<file path="src/rtl/nettlp_encap_if.sv">
// Byte stream bundle (valid/ready, data, keep, last) shared by the TLP input
// and the frame output of the NetTLP encapsulator.
interface nettlp_encap_if #(
  parameter int DATA_W = 64
);
  logic                  tvalid;
  logic                  tready;
  logic [DATA_W-1:0]     tdata;
  logic [DATA_W/8-1:0]   tkeep;
  logic                  tlast;

  modport master (output tvalid, tdata, tkeep, tlast, input tready);
  modport slave  (input tvalid, tdata, tkeep, tlast, output tready);
endinterface

</file>
<file path="src/rtl/nettlp_encap.sv">
// NetTLP encapsulator: prepends a 48-byte Ethernet/IPv4/UDP/NetTLP header to
// each TLP and passes the TLP bytes through unchanged.
module nettlp_encap #(
  parameter int          DATA_W   = 64,
  parameter logic [9:0]  SEQ_INIT = 10'd0,
  parameter int unsigned TS_DIV   = 1
) (
  input  logic           clk,
  input  logic           rst_n,
  nettlp_encap_if.slave  s,
  nettlp_encap_if.master m,
  input  logic [10:0]    s_tlp_len_i,
  input  logic [47:0]    cfg_src_mac_i,
  input  logic [47:0]    cfg_dst_mac_i,
  input  logic [31:0]    cfg_src_ip_i,
  input  logic [31:0]    cfg_dst_ip_i,
  input  logic [15:0]    cfg_src_port_i,
  input  logic [15:0]    cfg_dst_port_i,
  input  logic           ts_en_i
);
  localparam int unsigned KW = DATA_W / 8;
  localparam int unsigned HB = 48 / KW;
  localparam int unsigned BW = $clog2(HB);

  typedef enum logic [1:0] {S_IDLE, S_CSUM, S_HDR, S_PAY} state_t;

  state_t         state_q, state_d;
  logic [BW-1:0]  beat_q, beat_d;
  logic [9:0]     seq_q, seq_d;
  logic [15:0]    id_q, id_d;
  logic [31:0]    ts_q, ts_d, div_q, div_d;

  logic [47:0]    smac_q, dmac_q;
  logic [31:0]    sip_q, dip_q, hts_q;
  logic [15:0]    sport_q, dport_q, hid_q, csum_q;
  logic [10:0]    len_q;
  logic [9:0]     hseq_q;

  logic [15:0]    tot_in, csum_d, tot_len, udp_len;
  logic [19:0]    sum0;
  logic [16:0]    fold1;
  logic [15:0]    fold2;
  logic [383:0]   hdr;
  logic [DATA_W-1:0] hdr_beat;

  // Checksum is computed from the live inputs during CSUM, the same cycle they are latched.
  always_comb begin
    tot_in = {5'b0, s_tlp_len_i} + 16'd34;
    sum0   = 20'h04500 + 20'h04000 + 20'h04011 + {4'b0, tot_in} + {4'b0, id_q}
           + {4'b0, cfg_src_ip_i[31:16]} + {4'b0, cfg_src_ip_i[15:0]}
           + {4'b0, cfg_dst_ip_i[31:16]} + {4'b0, cfg_dst_ip_i[15:0]};
    fold1  = {1'b0, sum0[15:0]} + {13'b0, sum0[19:16]};
    fold2  = fold1[15:0] + {15'b0, fold1[16]};
    csum_d = ~fold2;
  end

  assign tot_len = {5'b0, len_q} + 16'd34;
  assign udp_len = {5'b0, len_q} + 16'd14;
  assign hdr = {dmac_q, smac_q, 16'h0800, 8'h45, 8'h00, tot_len, hid_q,
                16'h4000, 8'h40, 8'h11, csum_q, sip_q, dip_q,
                sport_q, dport_q, udp_len, 16'h0000, 6'b0, hseq_q, hts_q};

  always_comb begin
    hdr_beat = '0;
    for (int unsigned k = 0; k < HB; k++) begin
      if (beat_q == BW'(k)) hdr_beat = hdr[(HB-1-k)*DATA_W +: DATA_W];
    end
  end

  always_comb begin
    ts_d  = ts_q;
    div_d = div_q;
    if (ts_en_i) begin
      if (div_q == TS_DIV - 1) begin
        div_d = '0;
        ts_d  = ts_q + 32'd1;
      end else begin
        div_d = div_q + 32'd1;
      end
    end
  end

  always_comb begin
    state_d  = state_q;
    beat_d   = beat_q;
    seq_d    = seq_q;
    id_d     = id_q;
    s.tready = 1'b0;
    m.tvalid = 1'b0;
    m.tdata  = '0;
    m.tkeep  = '0;
    m.tlast  = 1'b0;
    case (state_q)
      S_IDLE: if (s.tvalid) state_d = S_CSUM;
      S_CSUM: begin
        state_d = S_HDR;
        beat_d  = '0;
      end
      S_HDR: begin
        m.tvalid = 1'b1;
        m.tdata  = hdr_beat;
        m.tkeep  = '1;
        if (m.tready) begin
          if (beat_q == BW'(HB - 1)) begin
            state_d = S_PAY;
            beat_d  = '0;
          end else begin
            beat_d = beat_q + 1'b1;
          end
        end
      end
      S_PAY: begin
        m.tvalid = s.tvalid;
        s.tready = m.tready;
        m.tdata  = s.tdata;
        m.tkeep  = s.tkeep;
        m.tlast  = s.tlast;
        if (s.tvalid && s.tlast && m.tready) begin
          seq_d   = seq_q + 10'd1;
          id_d    = id_q + 16'd1;
          state_d = S_IDLE;
        end
      end
      default: state_d = S_IDLE;
    endcase
  end

  always_ff @(posedge clk or negedge rst_n) begin
    if (!rst_n) begin
      state_q <= S_IDLE;
      beat_q  <= '0;
      seq_q   <= SEQ_INIT;
      id_q    <= '0;
      ts_q    <= '0;
      div_q   <= '0;
    end else begin
      state_q <= state_d;
      beat_q  <= beat_d;
      seq_q   <= seq_d;
      id_q    <= id_d;
      ts_q    <= ts_d;
      div_q   <= div_d;
    end
  end

  always_ff @(posedge clk or negedge rst_n) begin
    if (!rst_n) begin
      smac_q <= '0; dmac_q <= '0; sip_q <= '0; dip_q <= '0;
      sport_q <= '0; dport_q <= '0; len_q <= '0; hid_q <= '0;
      hseq_q <= '0; hts_q <= '0; csum_q <= '0;
    end else if (state_q == S_CSUM) begin
      smac_q  <= cfg_src_mac_i;
      dmac_q  <= cfg_dst_mac_i;
      sip_q   <= cfg_src_ip_i;
      dip_q   <= cfg_dst_ip_i;
      sport_q <= cfg_src_port_i;
      dport_q <= cfg_dst_port_i;
      len_q   <= s_tlp_len_i;
      hid_q   <= id_q;
      hseq_q  <= seq_q;
      hts_q   <= ts_q;
      csum_q  <= csum_d;
    end
  end
endmodule
</file>
<file path="src/flat_wrapper.sv">
// flat-port wrapper written by rule: the top's interface ports become plain ports
module nettlp_encap_flat 
#(
  parameter int          DATA_W   = 64,
  parameter logic [9:0]  SEQ_INIT = 10'd0,
  parameter int unsigned TS_DIV   = 1
)
  (clk, rst_n, s_tlp_len_i, cfg_src_mac_i, cfg_dst_mac_i, cfg_src_ip_i, cfg_dst_ip_i, cfg_src_port_i, cfg_dst_port_i, ts_en_i, s_tvalid, s_tdata, s_tkeep, s_tlast, s_tready, m_tvalid, m_tdata, m_tkeep, m_tlast, m_tready);
  nettlp_encap_if #(.DATA_W(DATA_W)) s_i ();
  nettlp_encap_if #(.DATA_W(DATA_W)) m_i ();
  input  logic clk;
  input  logic rst_n;
  input  logic [10:0] s_tlp_len_i;
  input  logic [47:0] cfg_src_mac_i;
  input  logic [47:0] cfg_dst_mac_i;
  input  logic [31:0] cfg_src_ip_i;
  input  logic [31:0] cfg_dst_ip_i;
  input  logic [15:0] cfg_src_port_i;
  input  logic [15:0] cfg_dst_port_i;
  input  logic ts_en_i;
  input wire logic [$bits(s_i.tvalid)-1:0] s_tvalid;
  input wire logic [$bits(s_i.tdata)-1:0] s_tdata;
  input wire logic [$bits(s_i.tkeep)-1:0] s_tkeep;
  input wire logic [$bits(s_i.tlast)-1:0] s_tlast;
  output wire logic [$bits(s_i.tready)-1:0] s_tready;
  output wire logic [$bits(m_i.tvalid)-1:0] m_tvalid;
  output wire logic [$bits(m_i.tdata)-1:0] m_tdata;
  output wire logic [$bits(m_i.tkeep)-1:0] m_tkeep;
  output wire logic [$bits(m_i.tlast)-1:0] m_tlast;
  input wire logic [$bits(m_i.tready)-1:0] m_tready;
  assign s_i.tvalid = s_tvalid;
  assign s_i.tdata = s_tdata;
  assign s_i.tkeep = s_tkeep;
  assign s_i.tlast = s_tlast;
  assign s_tready = s_i.tready;
  assign m_tvalid = m_i.tvalid;
  assign m_tdata = m_i.tdata;
  assign m_tkeep = m_i.tkeep;
  assign m_tlast = m_i.tlast;
  assign m_i.tready = m_tready;
  nettlp_encap #(.DATA_W(DATA_W), .SEQ_INIT(SEQ_INIT), .TS_DIV(TS_DIV)) u_core (.clk(clk), .rst_n(rst_n), .s(s_i), .m(m_i), .s_tlp_len_i(s_tlp_len_i), .cfg_src_mac_i(cfg_src_mac_i), .cfg_dst_mac_i(cfg_dst_mac_i), .cfg_src_ip_i(cfg_src_ip_i), .cfg_dst_ip_i(cfg_dst_ip_i), .cfg_src_port_i(cfg_src_port_i), .cfg_dst_port_i(cfg_dst_port_i), .ts_en_i(ts_en_i));
endmodule
</file>
<file path="config.mk">
export PLATFORM = sky130hd
export DESIGN_NAME = nettlp_encap_flat
export DESIGN_NICKNAME = d
export VERILOG_FILES = /design/src/rtl/nettlp_encap_if.sv /design/src/rtl/nettlp_encap.sv /design/src/flat_wrapper.sv
export SDC_FILE = /design/constraint.sdc
export NUM_CORES = 1
export LEC_CHECK = 0
export ABC_AREA = 1
export CELL_PAD_IN_SITES_DETAIL_PLACEMENT = 1
export CELL_PAD_IN_SITES_GLOBAL_PLACEMENT = 2
export CORE_AREA = 10 10 245 306
export DETAILED_ROUTE_END_ITERATION = 12
export DIE_AREA = 0 0 255 316
export GPL_TIMING_DRIVEN = 0
export PLACE_DENSITY_LB_ADDON = 0.2
export RECOVER_POWER = 50
export SLEW_MARGIN = 15
export SYNTH_ARGS = -nofsm -noshare
export SYNTH_HDL_FRONTEND = slang
export SYNTH_SLANG_ARGS = --single-unit
</file>
<file path="constraint.sdc">
create_clock -name clk -period 7.7 [get_ports clk]
set_input_delay 0.77 -clock clk [delete_from_list [all_inputs] [get_ports clk]]
set_output_delay 0.77 -clock clk [all_outputs]
set_load 0.05 [all_outputs]
</file>
==> results.py, run 1 <==
metrics = {
    "run_status": {
        "status": "complete, but fails checks",
        "violations": "max-capacitance violations, max-slew violations",
    },
    "finish": {
        "area_growth_pct": 34.2,
        "nNetsFinal": 3677,
        "layout_commonest_cell": "nand2_1",
        "stdcell_count": 4209,
        "regArea_um2": 9310,
        "final_cell_mix": "nand2_1, inv_1, dfrtp_1",
        "drive_above_1_share_pct": 9.11,
        "multi_input_area_um2": 11100,
        "nFillCells": 8282,
    },
    "place": {
        "portBuffers": 355,
        "dp_hpwl_um": 90000,
        "place.gp.congestion": 0.933,
        "dp_slack_ns": -2.41,
        "dp_cells": 4040,
    },
    "flow_run": {
        "cap_violations": 3,
    },
    "clocking": {
        "cts_root_buf": "clkbuf_16",
        "cts_num_sinks": 372,
        "cts_buffers": 46,
        "hold_buffers": 0,
        "clockBufferDepth": 3,
        "htree_levels": 2,
        "cts_tree": "built",
        "clk_latency_ns": 0.60,
        "clk_pin_slew_ns": 0.06,
    },
    "synthesis": {
        "yosys-top-cells-area": "dfrtp_1, nand2_1, o21ai_0, inv_1, fa_1",
        "ys.flop_type": "dfrtp_1",
        "synth_edf_count": 0,
        "synth_top_area_cell": "dfrtp_1",
        "yosysWarnings": 0,
        "avgSynthCellArea_um2": 7.80,
        "syn_inst": 2801,
        "syn-num-nets": 3184,
        "syn_area_um2": 21900,
        "synth_top_area_share_pct": 42.6,
        "synth_cell_types": 54,
        "ys_seq_area_share_pct": 42.6,
        "ys_ff_latch": 372,
        "async_flop_share_pct": 100,
    },
    "routing": {
        "route.detailed.drc": 0,
        "routedWlPerCell_um": 26.5,
        "viasPerCell": 5.18,
        "ant_nets": 0,
        "vias": 21800,
        "routed_wl_um": 112000,
        "drt_first_pass_iters": 7,
        "drt_iter0_markers": 1423,
    },
    "setup_path": {
        "regToRegSetupSlack_ns": 0.71,
        "r2r-start": "u_core.id_q[2]",
        "cp.required_ns": 8.19,
        "cp.depth": 49,
        "cp_common_cell": "nor2_4",
        "critPathMaxFanout": 5,
        "cp.arrival_ns": 8.18,
        "worst_r2r_endpoint": "u_core.csum_q[14]",
        "crit_end": "u_core.csum_q[14]",
        "critPathBufInv": 10,
        "crit_slowest_cell": "fa_2",
        "rr_worst_depth": 40,
        "crit_path_start_kind": "input port",
        "path_class": "in2reg",
        "cp-startpoint": "s_tlp_len_i[1]",
        "end_kind": "flop",
        "path_delay_family": "simple AND/OR/NAND/NOR gates",
        "cpPeakStageDelay_ns": 0.57,
    },
    "sta": {
        "skew_ns": 0.0235,
        "fmax_ghz": 0.130,
        "slew_violations": 219,
        "slew_headroom_pct": -258,
        "finalHoldViolCount": 0,
        "whs_ns": 0.429,
        "fin_tns_setup_ns": 0,
        "finalWorstPathRequiredPeriod_ns": 7.70,
        "tightestPinTransition_ns": 5.37,
        "fin_ws_ns": 0.00462,
        "fin_crit_sh_pct": 99.9,
        "finalSetupViolCount": 0,
        "rsz0062_at_grt": "true",
    },
    "floorplan": {
        "dieArea_um2": 80600,
        "die_w_um": 255,
        "fp.dieH_um": 316,
        "core_area_um2": 68900,
        "boundaryPins": 356,
        "rows": 108,
        "start_util_pct": 31.7,
    },
    "power_and_ir_drop": {
        "p_sw_mw": 7.18,
        "p_per_area_nw_per_um2": 472,
        "p_leak_nw": 13.6,
        "power_frac_clock_pct": 15.9,
        "irDropWorstVdd_v": 0.000229,
        "intPower_mw": 6.67,
        "p_comb_share_pct": 62.2,
        "swShare_pct": 51.8,
        "pwr-share-seq_pct": 21.9,
    },
    "grt": {
        "grt_pass1_wl_um": 161000,
        "grt_pass1_vias": 23700,
        "antenna_found_initial": 7,
        "grt_overflow": 0,
        "grt_max_degree": 100,
        "grt.total_usage_pct": 27.3,
    },
    "hold_path": {
        "hold_depth": 3,
        "worst_hold_path_type": "in2reg",
    },
}
[synthesized netlist by cell type (4+ instances only)]
| library cell | n |
|---|---|
| a21oi_1 | 56 |
| a221oi_1 | 18 |
| a31oi_1 | 9 |
| a32o_1 | 13 |
| buf_2 | 4 |
| clkbuf_1 | 117 |
| clkinv_1 | 7 |
| dfrtp_1 | 372 |
| fa_1 | 62 |
| ha_1 | 40 |
| inv_1 | 411 |
| inv_2 | 7 |
| nand2_1 | 808 |
| nand2_2 | 6 |
| nand3_1 | 68 |
| nand3_2 | 5 |
| nand3b_1 | 4 |
| nand4_1 | 28 |
| nor2_1 | 107 |
| nor2_2 | 10 |
| nor3_1 | 42 |
| nor4_1 | 14 |
| o211ai_1 | 11 |
| o21ai_0 | 354 |
| o21ai_1 | 5 |
| o221ai_1 | 16 |
| o22ai_1 | 65 |
| or2_2 | 4 |
| xnor2_1 | 16 |
| xor2_1 | 87 |
[tightest hold or removal path: cells and delay by family]
| kind | cells | cell delay [ns] |
|---|---|---|
| and+or+nand+nor | 1 | 0.04 |
| AOI/OAI and AO/OA | 1 | 0.06 |
| buffers and inverters | 1 | 0.10 |
[final cells by class]
type | count | area share (%)
antenna | 2 | 0.0171
buffer | 123 | 1.59
clock buffer | 73 | 4.75
clock inverter | 8 | 0.303
inverter | 425 | 5.45
multi-input combinational | 1881 | 37.8
sequential | 372 | 31.7
tap | 880 | 3.75
timing repair buffer | 445 | 14.5
[state kept, by name (all words and copies together) (netlist names)]
| signal | count |
|---|---|
| u_core.seq_q | 10 |
| u_core.ts_q | 32 |
| u_core.div_q | 32 |
| u_core.state_q | 2 |
| u_core.len_q | 11 |
| u_core.hts_q | 32 |
| u_core.sport_q | 16 |
| u_core.dmac_q | 48 |
| u_core.id_q | 16 |
| u_core.hseq_q | 10 |
| u_core.smac_q | 48 |
| u_core.hid_q | 16 |
| u_core.csum_q | 16 |
| u_core.dport_q | 16 |
| u_core.beat_q | 3 |
| u_core.sip_q | 32 |
| u_core.dip_q | 32 |
[how the worst min path moves through the flow]
stage | slack [ns] | start | to
5_1_grt | 0.42 | s_tlp_len_i[2] | u_core.len_q[2]
3_3_place_gp | 0.45 | u_core.hts_q[7] | u_core.hts_q[7]
4_1_cts | 0.22 | rst_n | u_core.dip_q[20]
6_report | 0.43 | s_tlp_len_i[2] | u_core.len_q[2]
2_1_floorplan | 0.44 | u_core.dmac_q[11] | u_core.dmac_q[11]
3_5_place_dp | 0.45 | u_core.hts_q[7] | u_core.hts_q[7]
[power groups by stage]
stage / logic, mW / clock network (mW) / registers, mW
3_3_place_gp: 7.21 / 0 / 3.04
4_1_cts: 8.02 / 2.24 / 3.02
5_1_grt: 9.31 / 2.31 / 3.10
2_1_floorplan: 4.45 / 0 / 2.90
6_report: 8.62 / 2.20 / 3.04
3_5_place_dp: 7.37 / 0 / 3.05
[logic make-up (layout without fill, tap and decap cells)]
kind of cell,after synthesis,in the layout,share of synthesized area (%)
simple gates,1112,1112,21.2
fa+ha+maj,102,102,7.97
other cells,0,2,0
mux,2,2,0.0973
xor+xnor,105,105,4.28
compound gates,560,560,14.4
buf+inv,548,1074,9.43
flops,372,372,42.6
[stage by stage]
step | area [um^2] | util (%) | power [mW]
6_report | 29300 | 42.5 | 13.9
5_1_grt | 29300 | 42.5 | 14.7
4_1_cts | 29000 | 42.1 | 13.3
3_5_place_dp | 26600 | 38.6 | 10.4
3_3_place_gp | 26500 | 38.5 | 10.3
2_1_floorplan | 21900 | - | 7.35
[timing repair]
action	in CTS	in global routing
buffers inserted	70	28
resized for setup	118	70
endpoints found under the setup margin	16	11
pin swaps	59	39
[per-layer routing]
metal / track usage [%] / vias up / wire length, um
met5: 0 / - / 13
met4: 9.91 / 2 / 4400
met3: 4.90 / 149 / 6920
met2: 46.7 / 658 / 54300
met1: 33.9 / 11000 / 45900
li1: - / 9942 / -
Power figures use the tool's default switching activity.
==> run 2: changes to the inputs <==
Settings changed: CORE_AREA 10 10 245 306 to 10 10 313 240, DIE_AREA 0 0 255 316 to 0 0 323 250.
Clock period 7.7 ns to 8.65 ns, I/O delays scaled along.
==> run 2 against run 1 <==
Net effect: the flow still finishes with violations (max-capacitance violations, max-slew violations); non-clock buffer count fell by 80; sequential share of layout area increased by 1.3 points; cell count down 1.6%; largest cell class unchanged; combinational power decreased by 23%; total power decreased by 19%; via count is 1.7% lower; critical endpoint unchanged; clock skew fell by 0.0026 ns; critical path type unchanged.
==> results.py, run 2 (synthesized netlist as in run 1, its figures left out) <==
metrics = {
    "place": {
        "dp_hpwl_um": 86000,
        "dp_slack_ns": -1.65,
        "place.gp.congestion": 0.912,
        "portBuffers": 355,
        "place_area_um2": 26700,
    },
    "setup_path": {
        "path_delay_family": "simple AND/OR/NAND/NOR gates",
        "end_kind": "flop",
        "cpPeakStageDelay_ns": 0.56,
        "cp-startpoint": "s_tlp_len_i[1]",
        "r2r-start": "u_core.id_q[8]",
        "rr_worst_depth": 41,
        "cp.arrival_ns": 8.60,
        "worst_r2r_endpoint": "u_core.csum_q[14]",
        "crit_slowest_cell": "fa_1",
        "cp.depth": 52,
        "cp_common_cell": "nand2_1",
        "crit_end": "u_core.csum_q[14]",
        "regToRegSetupSlack_ns": 1.47,
        "critPathMaxFanout": 5,
        "cp.required_ns": 9.13,
        "critPathBufInv": 9,
        "path_class": "in2reg",
        "crit_path_start_kind": "input port",
    },
    "floorplan": {
        "start_util_pct": 31.6,
        "boundaryPins": 356,
        "fp.dieH_um": 250,
        "die_w_um": 323,
        "dieArea_um2": 80800,
        "core_area_um2": 69200,
        "rows": 84,
    },
    "sta": {
        "finalWorstPathRequiredPeriod_ns": 8.12,
        "finalHoldViolCount": 0,
        "fmax_ghz": 0.123,
        "slew_headroom_pct": -266,
        "whs_ns": 0.474,
        "tightestPinTransition_ns": 5.49,
        "skew_ns": 0.0209,
        "fin_tns_setup_ns": 0,
        "fin_ws_ns": 0.529,
        "finalSetupViolCount": 0,
        "fin_crit_sh_pct": 93.9,
        "slew_violations": 290,
    },
    "finish": {
        "layout_commonest_cell": "nand2_1",
        "final_util_pct": 40.7,
        "fin_area_um2": 28200,
        "area_growth_pct": 28.9,
        "final_cell_mix": "nand2_1, inv_1, dfrtp_1",
        "biggestRegsByFlops": "u_core.dmac_q: 48 flops, u_core.smac_q: 48 flops",
        "drive_above_1_share_pct": 4.79,
        "nNetsFinal": 3594,
    },
    "power_and_ir_drop": {
        "irDropWorstVdd_v": 0.000144,
        "p_leak_nw": 13.1,
        "p_per_area_nw_per_um2": 398,
    },
    "routing": {
        "vias": 21400,
        "routedWlPerCell_um": 25.4,
        "routed_wl_um": 105000,
        "ant_nets": 0,
        "drt_first_pass_iters": 5,
        "route.detailed.drc": 0,
        "drt_iter0_markers": 1689,
        "viasPerCell": 5.17,
    },
    "clocking": {
        "htree_levels": 2,
        "clk_pin_slew_ns": 0.07,
        "cts_buffers": 43,
        "clockBufferDepth": 3,
        "clk_latency_ns": 0.59,
        "cts_root_buf": "clkbuf_16",
        "cts_tree": "built",
        "cts_num_sinks": 372,
    },
    "hold_path": {
        "worst_hold_path_type": "reg2reg",
    },
    "grt": {
        "grt.total_usage_pct": 25.5,
        "antenna_found_initial": 6,
        "grt_pass1_vias": 22900,
        "grt_max_degree": 102,
        "grt_overflow": 0,
        "grt_pass1_wl_um": 153000,
    },
    "run_status": {
        "status": "complete, but fails checks",
        "violations": "max-capacitance violations, max-slew violations",
    },
    "flow_run": {
        "cap_violations": 3,
    },
}
[run 2: final cells by class]
cell class              count  area (um^2)
diodes                      3         7.51
clock inverters             6         73.8
flip-flops and latches    372         9310
fillers                  8320        41000
inverters                 425         1600
plain buffers             123          465
multi-input cells        1881        10700
repair buffers            365         3620
well taps                 903         1130
clock buffers              64         1280
[run 2: metrics by stage]
stage / instances / power (mW)
after global placement: 4059 / 9.03
after floorplan: 2801 / 6.54
final: 4142 / 11.2
after CTS: 4137 / 11.1
after global routing: 4139 / 12.0
after detailed placement: 4063 / 9.19
[run 2: report_power, final]
group | leakage, nW | total (mW) | internal [mW] | switching [mW]
clock network | 0.664 | 1.84 | 1.04 | 0.796
registers | 4.54 | 2.68 | 2.37 | 0.315
logic | 7.91 | 6.68 | 1.95 | 4.73
total | 13.1 | 11.2 | 5.36 | 5.84
[run 2: worst min-delay path by stage]
stage,depth (start not counted),to,slack [ns],start
2_1_floorplan,2,u_core.dmac_q[11],0.44,u_core.dmac_q[11]
3_3_place_gp,2,u_core.hts_q[7],0.45,u_core.hts_q[7]
3_5_place_dp,2,u_core.dip_q[13],0.46,u_core.dip_q[13]
4_1_cts,2,u_core.smac_q[20],0.31,rst_n
5_1_grt,2,u_core.dip_q[13],0.49,u_core.dip_q[13]
6_report,2,u_core.hts_q[31],0.47,u_core.hts_q[31]
[run 2: timing repair]
action	in CTS	in global routing
setup buffers	4	2
setup endpoints to repair	11	10
hold buffers	0	0
pin swaps	5	15
gates resized for setup	30	59
endpoints found under the hold margin	0	0
[run 2: per-layer routing]
metal | wire [um] | up-vias | track usage (%)
met1 | 49800 | 10900 | 36.9
met4 | 2590 | 4 | 6.60
met2 | 45900 | 630 | 38.6
met3 | 6890 | 115 | 4.49
li1 | - | 9779 | -
met5 | 25 | - | 0
[run 2: worst reg2reg max path: cells and delay by family, from the launching register on]
family / cells / cell delay (ns)
AOI/OAI and AO/OA: 1 / 0.14
xor gates and xnor gates: 1 / 0.19
adders and majority gates: 7 / 2.75
buffers and inverters: 7 / 0.54
DFF: 1 / 0.50
and+or+nand+nor: 25 / 2.97
==> run 3: changes to the inputs <==
==> constraint.sdc (replaced) <==
create_clock -name clk -period 8.65 [get_ports clk]
set_input_delay 1.2975 -clock clk [delete_from_list [all_inputs] [get_ports clk]]
set_output_delay 1.2975 -clock clk [all_outputs]
set_load 0.05 [all_outputs]
==> run 3 against run 2 <==
Net effect: the flow still finishes with violations (max-capacitance violations, max-slew violations); largest cell class unchanged; flip-flop and latch count unchanged; critical path depth down 1; sequential share of layout area down 0.50 points; core utilization up 0.62 points; first-iteration DRC count up 11%; count of clock-buffer cells in the layout unchanged; combinational power up 3.9%; hold slack worse by 0.0043 ns; critical path type unchanged; clock skew up 0.00068 ns; non-clock buffer count up 24.
==> results.py, run 3 (synthesized netlist as in run 1, its figures left out) <==
metrics = {
    "grt": {
        "grt.total_usage_pct": 25.6,
        "antenna_found_initial": 6,
        "grt_overflow": 0,
        "grt_max_degree": 102,
        "grt_pass1_vias": 23000,
        "grt_pass1_wl_um": 154000,
    },
    "power_and_ir_drop": {
        "pwr-share-seq_pct": 23.4,
        "p_leak_nw": 13.3,
        "swShare_pct": 52.3,
        "p_per_area_nw_per_um2": 401,
        "p_sw_mw": 6.00,
        "irDropWorstVdd_v": 0.000178,
        "power_frac_clock_pct": 16.0,
        "p_comb_share_pct": 60.6,
        "intPower_mw": 5.46,
    },
    "setup_path": {
        "end_kind": "flop",
        "cp_common_cell": "buf_4",
        "path_class": "in2reg",
        "crit_path_start_kind": "input port",
        "cp.required_ns": 9.13,
        "cp.arrival_ns": 8.88,
        "worst_r2r_endpoint": "u_core.csum_q[14]",
        "critPathBufInv": 19,
        "crit_slowest_cell": "fa_1",
        "critPathMaxFanout": 5,
        "cpPeakStageDelay_ns": 0.56,
        "regToRegSetupSlack_ns": 1.59,
        "rr_worst_depth": 42,
        "r2r-start": "u_core.id_q[8]",
        "path_delay_family": "adder cells",
    },
    "place": {
        "place_area_um2": 26700,
        "dp_slack_ns": -2.08,
        "portBuffers": 355,
        "place.gp.congestion": 0.912,
        "dp_hpwl_um": 86000,
    },
    "sta": {
        "slew_headroom_pct": -286,
        "finalWorstPathRequiredPeriod_ns": 8.39,
        "rsz0062_at_grt": "true",
        "fmax_ghz": 0.119,
        "finalSetupViolCount": 0,
        "fin_ws_ns": 0.258,
        "slew_violations": 182,
        "tightestPinTransition_ns": 5.80,
        "whs_ns": 0.470,
        "skew_ns": 0.0216,
        "fin_crit_sh_pct": 97.0,
        "finalHoldViolCount": 0,
    },
    "clocking": {
        "cts_tree": "built",
        "clk_pin_slew_ns": 0.06,
        "clockBufferDepth": 3,
        "cts_root_buf": "clkbuf_16",
        "cts_buffers": 43,
        "cts_num_sinks": 372,
        "clk_latency_ns": 0.60,
        "hold_buffers": 0,
        "htree_levels": 2,
    },
    "routing": {
        "routed_wl_um": 106000,
        "routedWlPerCell_um": 25.5,
        "route.detailed.drc": 0,
        "drt_iter0_markers": 1868,
        "ant_nets": 0,
        "vias": 21600,
        "drt_first_pass_iters": 7,
        "viasPerCell": 5.18,
    },
    "flow_run": {
        "cap_violations": 2,
    },
    "finish": {
        "final_cell_mix": "nand2_1, inv_1, dfrtp_1",
        "area_growth_pct": 30.9,
        "nNetsFinal": 3618,
        "layout_commonest_cell": "nand2_1",
        "fin_area_um2": 28600,
        "biggestRegsByFlops": "u_core.dmac_q: 48 flops, u_core.smac_q: 48 flops",
        "drive_above_1_share_pct": 6.75,
    },
    "floorplan": {
        "fp.dieH_um": 250,
        "core_area_um2": 69200,
        "boundaryPins": 356,
        "start_util_pct": 31.6,
        "die_w_um": 323,
        "rows": 84,
        "dieArea_um2": 80800,
    },
    "hold_path": {
        "hold_end": "u_core.dip_q[13]",
        "hold_depth": 2,
        "min_from": "u_core.dip_q[13]",
        "worst_hold_path_type": "reg2reg",
    },
    "run_status": {
        "violations": "max-capacitance violations, max-slew violations",
        "status": "complete, but fails checks",
    },
}
run 3: area by class of cell:
type                       count  area, um^2
antenna                        1        2.50
multi-input combinational   1881       10900
tap                          903        1130
inverter                     425        1600
timing repair buffer         389        3860
sequential                   372        9310
clock buffer                  64        1280
buffer                       123         464
fill                        8311       40500
clock inverter                 6        73.8
run 3: repair_timing:
item	CTS	global route
endpoints found under the hold margin	0	0
setup endpoints to repair	16	10
resized for setup	60	95
pin swaps	10	50
buffers inserted	20	10
run 3: layer usage:
| metal | vias to the layer above | GRT usage (%) | part of all wire, % |
|---|---|---|---|
| li1 | 9828 | - | - |
| met1 | 11000 | 37.0 | 48 |
| met2 | 644 | 38.9 | 44 |
| met3 | 119 | 4.46 | 6.3 |
| met4 | 4 | 6.58 | 2.5 |
| met5 | - | 0 | 0.024 |
run 3: power groups by stage:
stage | Combinational [mW] | Clock [mW] | Sequential (mW)
4_1_cts | 6.57 | 1.86 | 2.68
6_report | 6.94 | 1.84 | 2.68
3_5_place_dp | 6.49 | 0 | 2.70
5_1_grt | 7.53 | 1.94 | 2.74
3_3_place_gp | 6.34 | 0 | 2.69
2_1_floorplan | 3.96 | 0 | 2.58
run 3: worst max path at each step:
stage | cells past startpoint | endpoint | from
after floorplan | 49 | u_core.csum_q[15] | s_tlp_len_i[1]
after global placement | 1 | u_core.ts_q[20] | rst_n
after detailed placement | 50 | u_core.csum_q[14] | s_tlp_len_i[2]
after CTS | 50 | u_core.csum_q[12] | s_tlp_len_i[1]
after global routing | 51 | u_core.csum_q[12] | s_tlp_len_i[1]
final | 51 | u_core.csum_q[14] | s_tlp_len_i[0]
run 3: worst reg2reg max path: cells and delay by family (launching register included):
| family | cells | cell delay, ns |
|---|---|---|
| xor+xnor | 1 | 0.18 |
| buf+inv | 18 | 1.93 |
| fa+ha+maj | 6 | 2.58 |
| compound gates | 2 | 0.28 |
| flops | 1 | 0.49 |
| simple gates | 15 | 1.45 |
run 3: metrics by stage:
stage | cells | setup TNS (ns) | power, mW | utilization, %
floorplan | 2801 | 0 | 6.54 | -
global placement | 4059 | -4072.59 | 9.03 | 38.4
finish | 4164 | 0 | 11.5 | 41.4
detailed placement | 4063 | -21.98 | 9.19 | 38.5
global route | 4163 | -0.403 | 12.2 | 41.4
CTS | 4153 | 0 | 11.1 | 40.9
